### src/rtl/period_meter_if.sv
// rtl/period_meter_if.sv - flag/counter input and measurement result bundle for period_meter
//
// Purpose: groups the zero-crossing input (flag, cnt) and the measurement
//          results into one interface.
// Modports:
//   master : upstream/consumer side (drives flag, cnt; receives results)
//   slave  : period_meter side (receives flag, cnt; drives results)
// Signals:
//   flag       1   one-cycle pulse at each negative-going zero crossing
//   cnt        10  upstream sample counter, 0 in the flag cycle
//   period     11  last accepted single period
//   period_avg 11  average of the last 2^LOG2_AVG accepted periods
//   avg_valid  1   one-cycle strobe, period_avg updated in the same cycle
//   locked     1   at least one average completed since reset or loss
//   lost       1   timeout occurred, no valid measurement
//   reject_cnt 8   saturating count of rejected periods
//   jitter     11  max-min of the window (only with PERIOD_METER_JITTER_EN)
interface period_meter_if;
   logic        flag;
   logic [9:0]  cnt;
   logic [10:0] period;
   logic [10:0] period_avg;
   logic        avg_valid;
   logic        locked;
   logic        lost;
   logic [7:0]  reject_cnt;
`ifdef PERIOD_METER_JITTER_EN
   logic [10:0] jitter;
`endif

   modport master (
      output flag, cnt,
      input  period, period_avg, avg_valid, locked, lost, reject_cnt
`ifdef PERIOD_METER_JITTER_EN
      , input jitter
`endif
   );

   modport slave (
      input  flag, cnt,
      output period, period_avg, avg_valid, locked, lost, reject_cnt
`ifdef PERIOD_METER_JITTER_EN
      , output jitter
`endif
   );
endinterface

### src/rtl/period_meter.sv
// rtl/period_meter.sv - measures, filters and averages the zero-crossing period
//
// Purpose: turns the per-crossing flag pulse and the upstream running counter
//          into a measured period in clk cycles. Periods outside
//          [P_MIN, P_MAX] are rejected and counted, 2^LOG2_AVG accepted
//          periods are averaged, and a missing flag for TIMEOUT cycles
//          declares the input lost.
// Optional feature: define PERIOD_METER_JITTER_EN to add pm.jitter, the
//          max-min spread of the accepted periods in each averaging window.
// Ports:
//   clk    in  system clock, rising edge
//   rst_n  in  asynchronous active-low reset
//   pm     period_meter_if.slave (flag, cnt in; period, period_avg,
//          avg_valid, locked, lost, reject_cnt [, jitter] out)
module period_meter #(
   parameter int LOG2_AVG = 2,
   parameter int P_MIN    = 4,
   parameter int P_MAX    = 1000,
   parameter int TIMEOUT  = 1100
) (
   input logic           clk,
   input logic           rst_n,
   period_meter_if.slave pm
);
   // Sum of 2^LOG2_AVG periods of at most 1024 each always fits.
   localparam int ACC_W = 11 + LOG2_AVG;
   localparam logic [LOG2_AVG-1:0] K_LAST = '1;

   typedef enum logic {WAIT_FIRST, MEASURE} state_t;

   state_t              state;
   logic [9:0]          cnt_q;
   logic [ACC_W-1:0]    acc;
   logic [LOG2_AVG-1:0] k;
   logic [10:0]         tmo;
   logic [10:0]         period_r;
   logic [10:0]         avg_r;
   logic                avg_valid_r;
   logic                locked_r;
   logic                lost_r;
   logic [7:0]          rej_r;

   logic [10:0]         p_raw;
   logic                p_ok;
   logic [ACC_W-1:0]    acc_sum;
   logic                tmo_hit;

   // cnt_q holds the count of the cycle before the flag, so +1 is the period;
   // computed 11 bits wide so a wrapped 1023 gives 1024.
   assign p_raw   = {1'b0, cnt_q} + 11'd1;
   assign p_ok    = (p_raw >= 11'(P_MIN)) && (p_raw <= 11'(P_MAX));
   assign acc_sum = acc + ACC_W'(p_raw);
   // Fires on the edge where the counter would reach TIMEOUT; a flag on that
   // same edge takes priority in the state machine below.
   assign tmo_hit = ((tmo + 11'd1) == 11'(TIMEOUT));

`ifdef PERIOD_METER_JITTER_EN
   logic [10:0] run_min;
   logic [10:0] run_max;
   logic [10:0] new_min;
   logic [10:0] new_max;
   logic [10:0] jitter_r;

   assign new_min = (p_raw < run_min) ? p_raw : run_min;
   assign new_max = (p_raw > run_max) ? p_raw : run_max;
   assign pm.jitter = jitter_r;
`endif

   always_ff @(posedge clk or negedge rst_n) begin
      if (!rst_n) begin
         state       <= WAIT_FIRST;
         cnt_q       <= '0;
         acc         <= '0;
         k           <= '0;
         tmo         <= '0;
         period_r    <= '0;
         avg_r       <= '0;
         avg_valid_r <= 1'b0;
         locked_r    <= 1'b0;
         lost_r      <= 1'b0;
         rej_r       <= '0;
`ifdef PERIOD_METER_JITTER_EN
         run_min     <= '1;
         run_max     <= '0;
         jitter_r    <= '0;
`endif
      end else begin
         cnt_q       <= pm.cnt;
         avg_valid_r <= 1'b0;

         if (pm.flag) begin
            tmo <= '0;
         end else if (tmo != '1) begin
            tmo <= tmo + 11'd1;
         end

         case (state)
            WAIT_FIRST: begin
               // First flag only marks the start of a measurement interval.
               if (pm.flag) begin
                  state  <= MEASURE;
                  acc    <= '0;
                  k      <= '0;
                  lost_r <= 1'b0;
`ifdef PERIOD_METER_JITTER_EN
                  run_min <= '1;
                  run_max <= '0;
`endif
               end
            end
            MEASURE: begin
               if (pm.flag) begin
                  if (p_ok) begin
                     period_r <= p_raw;
                     if (k == K_LAST) begin
                        avg_r       <= acc_sum[ACC_W-1:LOG2_AVG];
                        avg_valid_r <= 1'b1;
                        locked_r    <= 1'b1;
                        acc         <= '0;
                        k           <= '0;
`ifdef PERIOD_METER_JITTER_EN
                        jitter_r    <= new_max - new_min;
                        run_min     <= '1;
                        run_max     <= '0;
`endif
                     end else begin
                        acc <= acc_sum;
                        k   <= k + LOG2_AVG'(1);
`ifdef PERIOD_METER_JITTER_EN
                        run_min <= new_min;
                        run_max <= new_max;
`endif
                     end
                  end else if (rej_r != '1) begin
                     rej_r <= rej_r + 8'd1;
                  end
               end else if (tmo_hit) begin
                  lost_r   <= 1'b1;
                  locked_r <= 1'b0;
                  state    <= WAIT_FIRST;
                  acc      <= '0;
                  k        <= '0;
`ifdef PERIOD_METER_JITTER_EN
                  run_min  <= '1;
                  run_max  <= '0;
`endif
               end
            end
         endcase
      end
   end

   assign pm.period     = period_r;
   assign pm.period_avg = avg_r;
   assign pm.avg_valid  = avg_valid_r;
   assign pm.locked     = locked_r;
   assign pm.lost       = lost_r;
   assign pm.reject_cnt = rej_r;
endmodule

### src/flat_wrapper.sv
// flat-port wrapper written by rule: the top's interface ports become plain ports
module period_meter_flat 
#(
   parameter int LOG2_AVG = 2,
   parameter int P_MIN    = 4,
   parameter int P_MAX    = 1000,
   parameter int TIMEOUT  = 1100
)
  (clk, rst_n, pm_flag, pm_cnt, pm_period, pm_period_avg, pm_avg_valid, pm_locked, pm_lost, pm_reject_cnt);
  period_meter_if pm_i ();
  input logic clk;
  input logic rst_n;
  input wire logic [$bits(pm_i.flag)-1:0] pm_flag;
  input wire logic [$bits(pm_i.cnt)-1:0] pm_cnt;
  output wire logic [$bits(pm_i.period)-1:0] pm_period;
  output wire logic [$bits(pm_i.period_avg)-1:0] pm_period_avg;
  output wire logic [$bits(pm_i.avg_valid)-1:0] pm_avg_valid;
  output wire logic [$bits(pm_i.locked)-1:0] pm_locked;
  output wire logic [$bits(pm_i.lost)-1:0] pm_lost;
  output wire logic [$bits(pm_i.reject_cnt)-1:0] pm_reject_cnt;
  assign pm_i.flag = pm_flag;
  assign pm_i.cnt = pm_cnt;
  assign pm_period = pm_i.period;
  assign pm_period_avg = pm_i.period_avg;
  assign pm_avg_valid = pm_i.avg_valid;
  assign pm_locked = pm_i.locked;
  assign pm_lost = pm_i.lost;
  assign pm_reject_cnt = pm_i.reject_cnt;
  period_meter #(.LOG2_AVG(LOG2_AVG), .P_MIN(P_MIN), .P_MAX(P_MAX), .TIMEOUT(TIMEOUT)) u_core (.clk(clk), .rst_n(rst_n), .pm(pm_i));
endmodule
### config.mk
export PLATFORM = sky130hd
export DESIGN_NAME = period_meter_flat
export DESIGN_NICKNAME = d
export VERILOG_FILES = /design/src/rtl/period_meter_if.sv /design/src/rtl/period_meter.sv /design/src/flat_wrapper.sv
export SDC_FILE = /design/constraint.sdc
export NUM_CORES = 1
export LEC_CHECK = 0
export ABC_AREA = 1
export CORE_MARGIN = 2
export CORE_UTILIZATION = 50
export DETAILED_ROUTE_END_ITERATION = 16
export PLACE_DENSITY_LB_ADDON = 0.25
export REMOVE_ABC_BUFFERS = 1
export SLEW_MARGIN = 20
export SYNTH_ARGS = -nofsm -noshare
export SYNTH_HDL_FRONTEND = slang
export SYNTH_SLANG_ARGS = --single-unit
### constraint.sdc
create_clock -name clk -period 5.5 [get_ports clk]
set_input_delay 1.1 -clock clk [delete_from_list [all_inputs] [get_ports clk]]
set_output_delay 1.1 -clock clk [all_outputs]
set_load 0.05 [all_outputs]
---- Word-level counts from Yosys, hierarchy flattened ----
Index checks and enable logic that the tools add are counted.
word-level totals
  flip-flop bits (word level) ............. 70
cells by class
  bitwise operators ....................... 2
  order comparisons ....................... 2
  add/subtract/negate cells ............... 5
  reductions and logical operators ........ 9
  eq/ne operators ......................... 11
  multiplexer cells ....................... 30
operators by type and width
  operator               number
  $mux 13                5
  $pmux 13 s2            1
  $mux 11                2
  $mux 1                 14
  $add 13x11->13         1
  $reduce_and 4->1       3
  $add 10x1->11 const B  1
  $add 11x1->11 const B  1
  $eq 11x11->1 const B   1
  $ge 11x3->1 const B    1
  $le 11x10->1 const B   1
  $ne 11x11->1 const B   1
  $mux 2                 5
  $reduce_and 3->1       3
  $add 8x1->8 const B    1
  $ne 8x8->1 const B     1
  $ne 2x2->1 const B     3
  $ne 3x3->1 const B     2
  $ne 2x1->1 const B     2
  $pmux 1 s2             2
  $pmux 2 s2             1
  $reduce_bool 2->1      2
  $add 2x1->2 const B    1
  $eq 2x2->1 const B     1
  other kinds (2)        3

---- Depth between registers and ports, before layout ----
Gate-level depths: netlist of run 1.
  depth after elaboration ................. 6
  depth in mapped cells ................... 16
  depth with buffers taken out ............ 14

---- Least setup slack after synthesis of run 1 ----
OpenSTA, ideal clock, no wires.
  path kind ............................... register to register
  start point ............................. register u_core.cnt_q[0]
  end point ............................... register u_core.acc[9]
  data arrival time ....................... 2.265 ns
  buffers on the path ..................... 0
  slack ................................... 3.169 ns
  required time ........................... 5.434 ns
  stages on the path, launching flop included .. 15
  setup time .............................. 0.066 ns
  cells stage by stage .................... dfrtp_1 ha_1 nand2_1 nor2_2 nand2_1 nand2_1 nand2_2 ha_1 nand2_1 o21ai_0 a21oi_1 o21ai_0 xor2_1 nand3_1 nand2_1
on the way
  longest elaborated chain between the ends .. 6
  elaborated cells between the ends (all ways) .. 11
  those cells by class .................... 2 x add/sub; 2 x order compare; 1 x eq/ne; 4 x mux; 2 x reduce/logical
RTL lines
  item                    RTL line             RTL
  start, declared         period_meter.sv:32   logic [9:0] cnt_q;
  start signal, assigned  period_meter.sv:88   cnt_q <= pm.cnt;
  $add 10x1->11 *         period_meter.sv:50   assign p_raw = {1'b0, cnt_q} + 11'd1;
  $add 13x11->13          period_meter.sv:52   assign acc_sum = acc + ACC_W'(p_raw);
  $mux 13                 period_meter.sv:115  if (k == K_LAST) begin
  $mux 13                 period_meter.sv:113  if (p_ok) begin
  $mux 13                 period_meter.sv:112  if (pm.flag) begin
  $pmux 13 s2             period_meter.sv:97   case (state)
  end signal, assigned    period_meter.sv:127  acc <= acc_sum;
  end, declared           period_meter.sv:33   logic [ACC_W-1:0] acc;
Every way passes the cells marked *; elsewhere a longest branch is shown, timed or not. The select of a mux whose other input is x is not followed.
A chain may end at the register's enable or synchronous reset.

---- Final worst setup path of run 1 ----
Ends and elaborated chain as after synthesis.

==> summary.txt, run 1 <==
STA
  • TNS Setup: 0 ns
  • Fmax: 0.3536 GHz
  • Slew margin rel.: 0.3887
  • Setup violators final: 0
  • Period minus WS final: 2.828 ns
  • Part of the cycle the worst path needs: 0.5142
  • Clock skew: ~0.0076 ns
  • Worst-margin pin slew: 0.9136 ns
  • Max-slew violation count: 0
  • Hold Vio Cnt, Final: 0
  • RSZ-0062 raised after global routing: false

Power and ir drop
  • Int Power: 1.045 mW
  • Clock share of power: 0.205
  • Sequential share of power: 0.383
  • Comb pwr share: 0.412
  • VDD IR max: around 0.17 mV
  • P per Cell Area: ~370 nW/um^2
  • Net Sw Frac: 0.4090
  • Net Switching: 0.7234 mW
  • Lkg Pwr: 2.402 nW
  • Total power: around 1.8 mW

Synth
  • Mean Syn Cell Area: 7.805 sq um
  • Seq cells post-synth: 70
  • Synth Warn #: 0
  • Adder-cell share of the synthesized area: 0.06078
  • Syn Inst Count: 517
  • Largest family of logic cells by synthesized area: simple AND/OR/NAND/NOR gates
  • Synth cell types: 35
  • Dominant synthesized flop cell: dfrtp_1
  • Synth Cell Area: just over 4000 sq um
  • Post-synth EDFFs: 0
  • Post-synthesis simple-gate area fraction: 0.3259
  • Ys async rst share: 1.000
  • Seq/Total Area, Yosys: 0.4341
  • Mux share of post-synthesis cell area: 0
  • Synth Area in Compound Gates: 0.06822
  • Xor/xnor share of the synthesized area: 0.04124

Floorplanning
  • Initial Utilization: 0.5195
  • Chip Height: 93.84 um
  • Rows: 32
  • Die width: 93.84 um
  • Die Area: 8805 sq um
  • I/O pin count: 46
  • Core Box Area: 7767 sq um

Worst hold path
  • Worst hold path class: flip-flop to flip-flop
  • Hold Path Stages: 2

Layout
  • Fin nets: 595
  • Most common cell after layout, fill and taps aside: nand2_1
  • Fraction of layout cells with a size suffix above 1: 0.06173
  • Antenna fix cells: 0
  • Most frequent cells in the layout: nand2_1, dfrtp_1, nand3_1
  • Synth-to-Final Area Change: 17.05%
  • Finished Layout Cells: between 600 and 700
  • Fill cell count: between 600 and 700

Placed design
  • Port Buffer Count: 45
  • Gpl congestion: 0.9385
  • Dpl hpwl: ~6100 um
  • Post-Place Cells: roughly 650

Global route
  • Overall routing resource usage: 0.2093
  • Vias in the first global route: 3202
  • Initial antenna violation count: 0
  • First-pass GRT wire length: 14680 um
  • Grt ovf: 0
  • Largest net degree at the start of global routing: 71

Worst setup path
  • Worst path required time: 5.78 ns
  • Kind of critical path: flip-flop to flip-flop
  • Crit path max fanout: 5
  • Reg2reg path depth: 14
  • Crit. End Element: flip-flop
  • CP Data Arrival Time: 3.11 ns
  • Startpoint Class: flip-flop

Flow run
  • Number of max-cap violations: 0

Route
  • WL final: around 8500 um
  • DR pass1 iterations: 4
  • Final ANT Viol Nets: 0
  • Drc violations: 0
  • Number of DRC markers in iteration 0: slightly above 200
  • Vias: 3488
  • DR WL/cell: approximately 13 um
  • DR vias/cell: 5.214

Clocking
  • CTS Hold Buffers Added: 0
  • CTS Buf Count: 9
  • CTS tree: yes
  • Root Driver: clkbuf_8
  • Clock sinks: 70
  • Clock transition at path regs: 0.07 ns
  • Resized cells post-CTS: 0
  • Clock buffer depth: 2
  • Clk_lat worst skew: 0.34 ns
  • Setup Fix Bufs, Post-CTS: 0
  • H-tree Lvls: 3

Run status
  • Status: completed
-- power by group through the flow --
stage / clock [mW] / sequential [mW] / combinational [mW]
after floorplan: 0 / 0.858 / 0.333
after global placement: 0 / 0.682 / 0.711
after detailed placement: 0 / 0.683 / 0.724
after CTS: 0.369 / 0.677 / 0.725
after global routing: 0.392 / 0.692 / 0.798
final: 0.362 / 0.677 / 0.729
-- Yosys cell counts (all sizes together) (3+ instances only) --
cell,instances,area share
xor2,12,0.026
buf,9,0.016
ha,18,0.056
a21oi,13,0.016
nor2,32,0.036
dfrtp,70,0.43
inv,55,0.051
nand4,9,0.014
o21ai,26,0.033
nand3,60,0.086
nand2,180,0.17
clkbuf,3,0.0028
xnor2,7,0.015
nor3,8,0.013
-- through the flow --
stage	utilization	area [sq um]	worst slack [ns]	hold slack [ns]
global placement	0.5846	4541	2.149	0.4573
finish	0.6081	4723	2.672	0.4738
floorplan	-	3960	3.146	0.4459
global route	0.6081	4723	2.456	0.5123
CTS	0.6062	4708	2.398	0.4825
detailed placement	0.5846	4541	2.034	0.4649
-- flip-flops by register name (all words and copies together), names as in the netlist --
signal                count
u_core.pm.avg_valid       1
u_core.cnt_q             10
u_core.tmo               11
u_core.pm.period_avg     11
u_core.pm.lost            1
u_core.acc               13
u_core.state              1
u_core.pm.period         11
u_core.pm.reject_cnt      8
u_core.k                  2
u_core.pm.locked          1
-- metal layers --
layer  vias to the layer above  GRT usage  wire (um)
met2                        81     0.3292       3773
met5                         -          0          0
li1                       1763          -          -
met3                        15    0.03050        361
met4                         0    0.08575        155
met1                      1629     0.2912       4178
-- cells by family (layout without fill, tap and decap cells) --
group                      after synthesis  after routing
and+or+nand+nor                        293            293
buffers and inverters                   67            117
DFF                                     70             70
AOI/OAI and AO/OA                       49             49
adders and majority gates               19             19
xor gates and xnor gates                19             19
-- final cells by class --
class / count / area [sq um] / area share
clock buffer: 14 / 162.7 / 0.03444
clock inverter: 1 / 5.005 / 0.001060
inverter: 55 / 206.4 / 0.04371
multi-input combinational: 380 / 2002 / 0.4238
sequential: 70 / 1752 / 0.3709
tap: 102 / 127.6 / 0.02702
timing repair buffer: 47 / 467.9 / 0.09907
-- worst max-delay path, stage by stage, from the launching register on --
cell	delay, ns
dfrtp_1	0.43
ha_1	0.26
nand2_1	0.11
nor2_2	0.19
nand2_1	0.10
nand2_1	0.08
nand2_2	0.09
ha_1	0.36
nand2_1	0.08
o21ai_0	0.26
a21oi_1	0.12
o21ai_0	0.24
xor2_1	0.23
nand3_1	0.11
nand2_1	0.11
-- final timing paths --
path	startpoint	endpoint	slack (ns)
max	u_core.cnt_q[0]	u_core.acc[9]	2.67
min reg2reg	u_core.pm.locked	u_core.pm.locked	0.47
max reg2reg	u_core.cnt_q[0]	u_core.acc[9]	2.67
min	u_core.pm.locked	u_core.pm.locked	0.47
min in group asynchronous	rst_n	u_core.pm.reject_cnt[1]	0.94
max in group asynchronous	rst_n	u_core.tmo[9]	3.98
Power figures use the tool's default switching activity.
==> run 2, diff against run 1 <==
- clock period: 5.5 -> 2.7 ns (I/O delays scaled with it)
==> run 2 against run 1 <==
Net effect:
- clock power is 100% higher
- register-to-register slack worse by 2.5 ns
- global-route usage is 0.77 points higher
- die area stayed put
- maximum frequency is 12% higher
- critical path type unchanged
==> summary.txt, run 2 (same netlist as run 1, synthesis figures left out) <==
Worst hold path
  • Worst hold path class: primary input to async pin

Route
  • WL final: 8752 um (+3.3%)
  • DR pass1 iterations: 4 (unchanged)
  • Vias: 3491 (+0.086%)
  • DR vias/cell: 5.203 (-0.21%)
  • DR WL/cell: 13.04 um (+3.0%)
  • Final ANT Viol Nets: 0 (unchanged)
  • Drc violations: 0 (unchanged)
  • Number of DRC markers in iteration 0: 169 (-18%)

Power and ir drop
  • Lkg Pwr: 2.428 nW (+1.1%)
  • Comb pwr share: 0.416 (+0.004)
  • Total power: 3.619 mW (+100%)
  • Clock share of power: 0.203 (-0.002)
  • VDD IR max: 0.3492 mV (+110%)
  • Net Switching: 1.491 mW (+110%)
  • Int Power: 2.127 mW (+100%)
  • P per Cell Area: 757.9 nW/um^2 (+100%)
  • Sequential share of power: 0.381 (-0.002)
  • Net Sw Frac: 0.4121 (+0.003120)

STA
  • Hold WS: 0.3739 ns (-0.09987 ns)
  • Period minus WS final: 2.530 ns (-0.2978 ns)
  • Part of the cycle the worst path needs: 0.9371 (+0.4229)
  • Slew margin rel.: 0.4273 (+0.03861)
  • Clock skew: 0.008839 ns (+0.001276 ns)
  • Max-slew violation count: 0 (unchanged)
  • Worst Setup Slack, final: 0.1697 ns (-2.502 ns)
  • Worst-margin pin slew: 0.8591 ns (-0.05454 ns)
  • TNS Setup: 0 ns (unchanged)
  • Fmax: 0.3952 GHz (+12%)
  • Hold Vio Cnt, Final: 0 (unchanged)
  • Setup violators final: 0 (unchanged)

Layout
  • Most common cell after layout, fill and taps aside: nand2_1
  • Most frequent cells in the layout: nand2_1, dfrtp_1, nand3_1
  • Max FFs per register: 13 (unchanged)
  • Antenna fix cells: 0 (unchanged)
  • Largest Register: u_core.acc
  • Design area: 4775 sq um (+1.1%)
  • Fraction of layout cells with a size suffix above 1: 0.08084 (+0.01912)
  • Final Core Density: 0.6147 (+0.006605)
  • Finished Layout Cells: 671 (+0.30%)
  • Fin nets: 599 (+0.67%)
  • Synth-to-Final Area Change: 18.33%
  • Fill cell count: 697 (-0.14%)

Global route
  • Initial antenna violation count: 0 (unchanged)
  • First-pass GRT wire length: 15190 um (+3.5%)
  • Vias in the first global route: 3344 (+4.4%)
  • Largest net degree at the start of global routing: 71 (unchanged)
  • Grt ovf: 0 (unchanged)
  • Overall routing resource usage: 0.2170 (+0.007676)

Placed design
  • Pre-CTS setup slack: 0.1166 ns (-1.918 ns)
  • Gpl congestion: 0.9006 (-4.0%)
  • Post-Place Cells: 657 (+0.61%)
  • Placed cell area: 4583 sq um (+0.94%)
  • Port Buffer Count: 45 (unchanged)
  • Dpl hpwl: 6301 um (+2.8%)

Floorplanning
  • I/O pin count: 46 (unchanged)
  • Core Box Area: 7767 sq um (unchanged)
  • Die Area: 8805 sq um (unchanged)
  • Die width: 93.84 um (unchanged)
  • Initial Utilization: 0.5195 (unchanged)
  • Chip Height: 93.84 um (unchanged)
  • Rows: 32 (unchanged)

Worst setup path
  • Reg2Reg Capture Point: u_core.pm.period_avg[10]
  • Startpoint Class: flip-flop
  • Crit-path leading delay family: simple AND/OR/NAND/NOR gates
  • Crit path top cell by count: nand2_1
  • Crit. End Element: flip-flop
  • Worst path required time: 2.98 ns (-2.80 ns)
  • Reg2reg path depth: 12 (-2)
  • CP Data Arrival Time: 2.81 ns (-0.30 ns)
  • CP max stage delay: 0.41 ns (-0.02 ns)
  • CP Cell Sequence: ha_2, nand2_1, nand2_1, inv_1, ha_1, inv_1, o31ai_1, nand4_1, nand3_1, xor2_1, nand3_1, nand2_1
  • Crit path max fanout: 5 (unchanged)
  • Slowest cell on crit path: dfrtp_1
  • Crit path buffers/inverters: 2 (+2)
  • Kind of critical path: flip-flop to flip-flop
  • FF-to-FF Start: u_core.cnt_q[1]
  • Flop2flop setup slack: 0.17 ns (-2.50 ns)

Clocking
  • Root Driver: clkbuf_8
  • Clock transition at path regs: 0.07 ns (about the same)
  • Clk_lat worst skew: 0.34 ns (about the same)
  • Clock buffer depth: 2 (unchanged)
  • H-tree Lvls: 3 (unchanged)
  • Clock sinks: 70 (unchanged)
  • CTS tree: yes
  • CTS Buf Count: 9 (unchanged)

Run status
  • Status: completed

Flow run
  • Number of max-cap violations: 0 (unchanged)
run 2: cell types whose count changed in the layout (fill, tap and decap cells not counted), sizes merged:
cell / before / now
buf: 3 / 7
clkbuf: 14 / 11
clkinv: 1 / 2
run 2: repair_timing:
item / 4_1_cts / 5_1_grt
gates resized for setup: 0 / 9
setup endpoints to repair: 0 / 12
setup buffers: 0 / 1
hold buffers: 0 / 0
run 2: cell type report:
cell class                      count  area, sq um  share of cell area
Tap cell                          102        127.6             0.02673
Sequential cell                    70         1753              0.3671
Clock inverter                      2        10.01            0.002096
Multi-Input combinational cell    380         2023              0.4237
Clock buffer                       11        151.4             0.03171
Timing Repair Buffer               51        503.0              0.1053
Inverter                           55        206.4             0.04324
run 2: power by group through the flow:
| stage | sequential [mW] | combinational [mW] | clock [mW] |
|---|---|---|---|
| 5_1_grt | 1.40 | 1.67 | 0.806 |
| 3_5_place_dp | 1.40 | 1.48 | 0 |
| 6_report | 1.38 | 1.51 | 0.734 |
| 3_3_place_gp | 1.39 | 1.46 | 0 |
| 2_1_floorplan | 1.75 | 0.678 | 0 |
| 4_1_cts | 1.38 | 1.49 | 0.754 |
run 2: how the worst max path moves through the flow:
stage,cells past startpoint,startpoint,endpoint,slack [ns]
3_3_place_gp,14,u_core.cnt_q[0],u_core.pm.period_avg[7],0.20
2_1_floorplan,14,u_core.cnt_q[0],u_core.pm.period_avg[7],0.35
3_5_place_dp,14,u_core.cnt_q[0],u_core.pm.period_avg[7],0.12
6_report,12,u_core.cnt_q[1],u_core.pm.period_avg[10],0.17
5_1_grt,14,u_core.cnt_q[1],u_core.pm.period_avg[8],-0.05
4_1_cts,14,u_core.cnt_q[1],u_core.pm.period_avg[7],0.1
run 2: routing by layer:
layer	GRT usage	wire length, um	up-vias
met4	0.05314	105	0
met5	0	0	-
li1	-	-	1772
met2	0.3518	4047	86
met1	0.3028	4192	1621
met3	0.03933	407	12
==> run 3, diff against run 2 <==
- HOLD_SLACK_MARGIN: not set -> 0.15
==> results of run 3 <==
No change in the layout: final DEF, timing and power equal those of run 2.
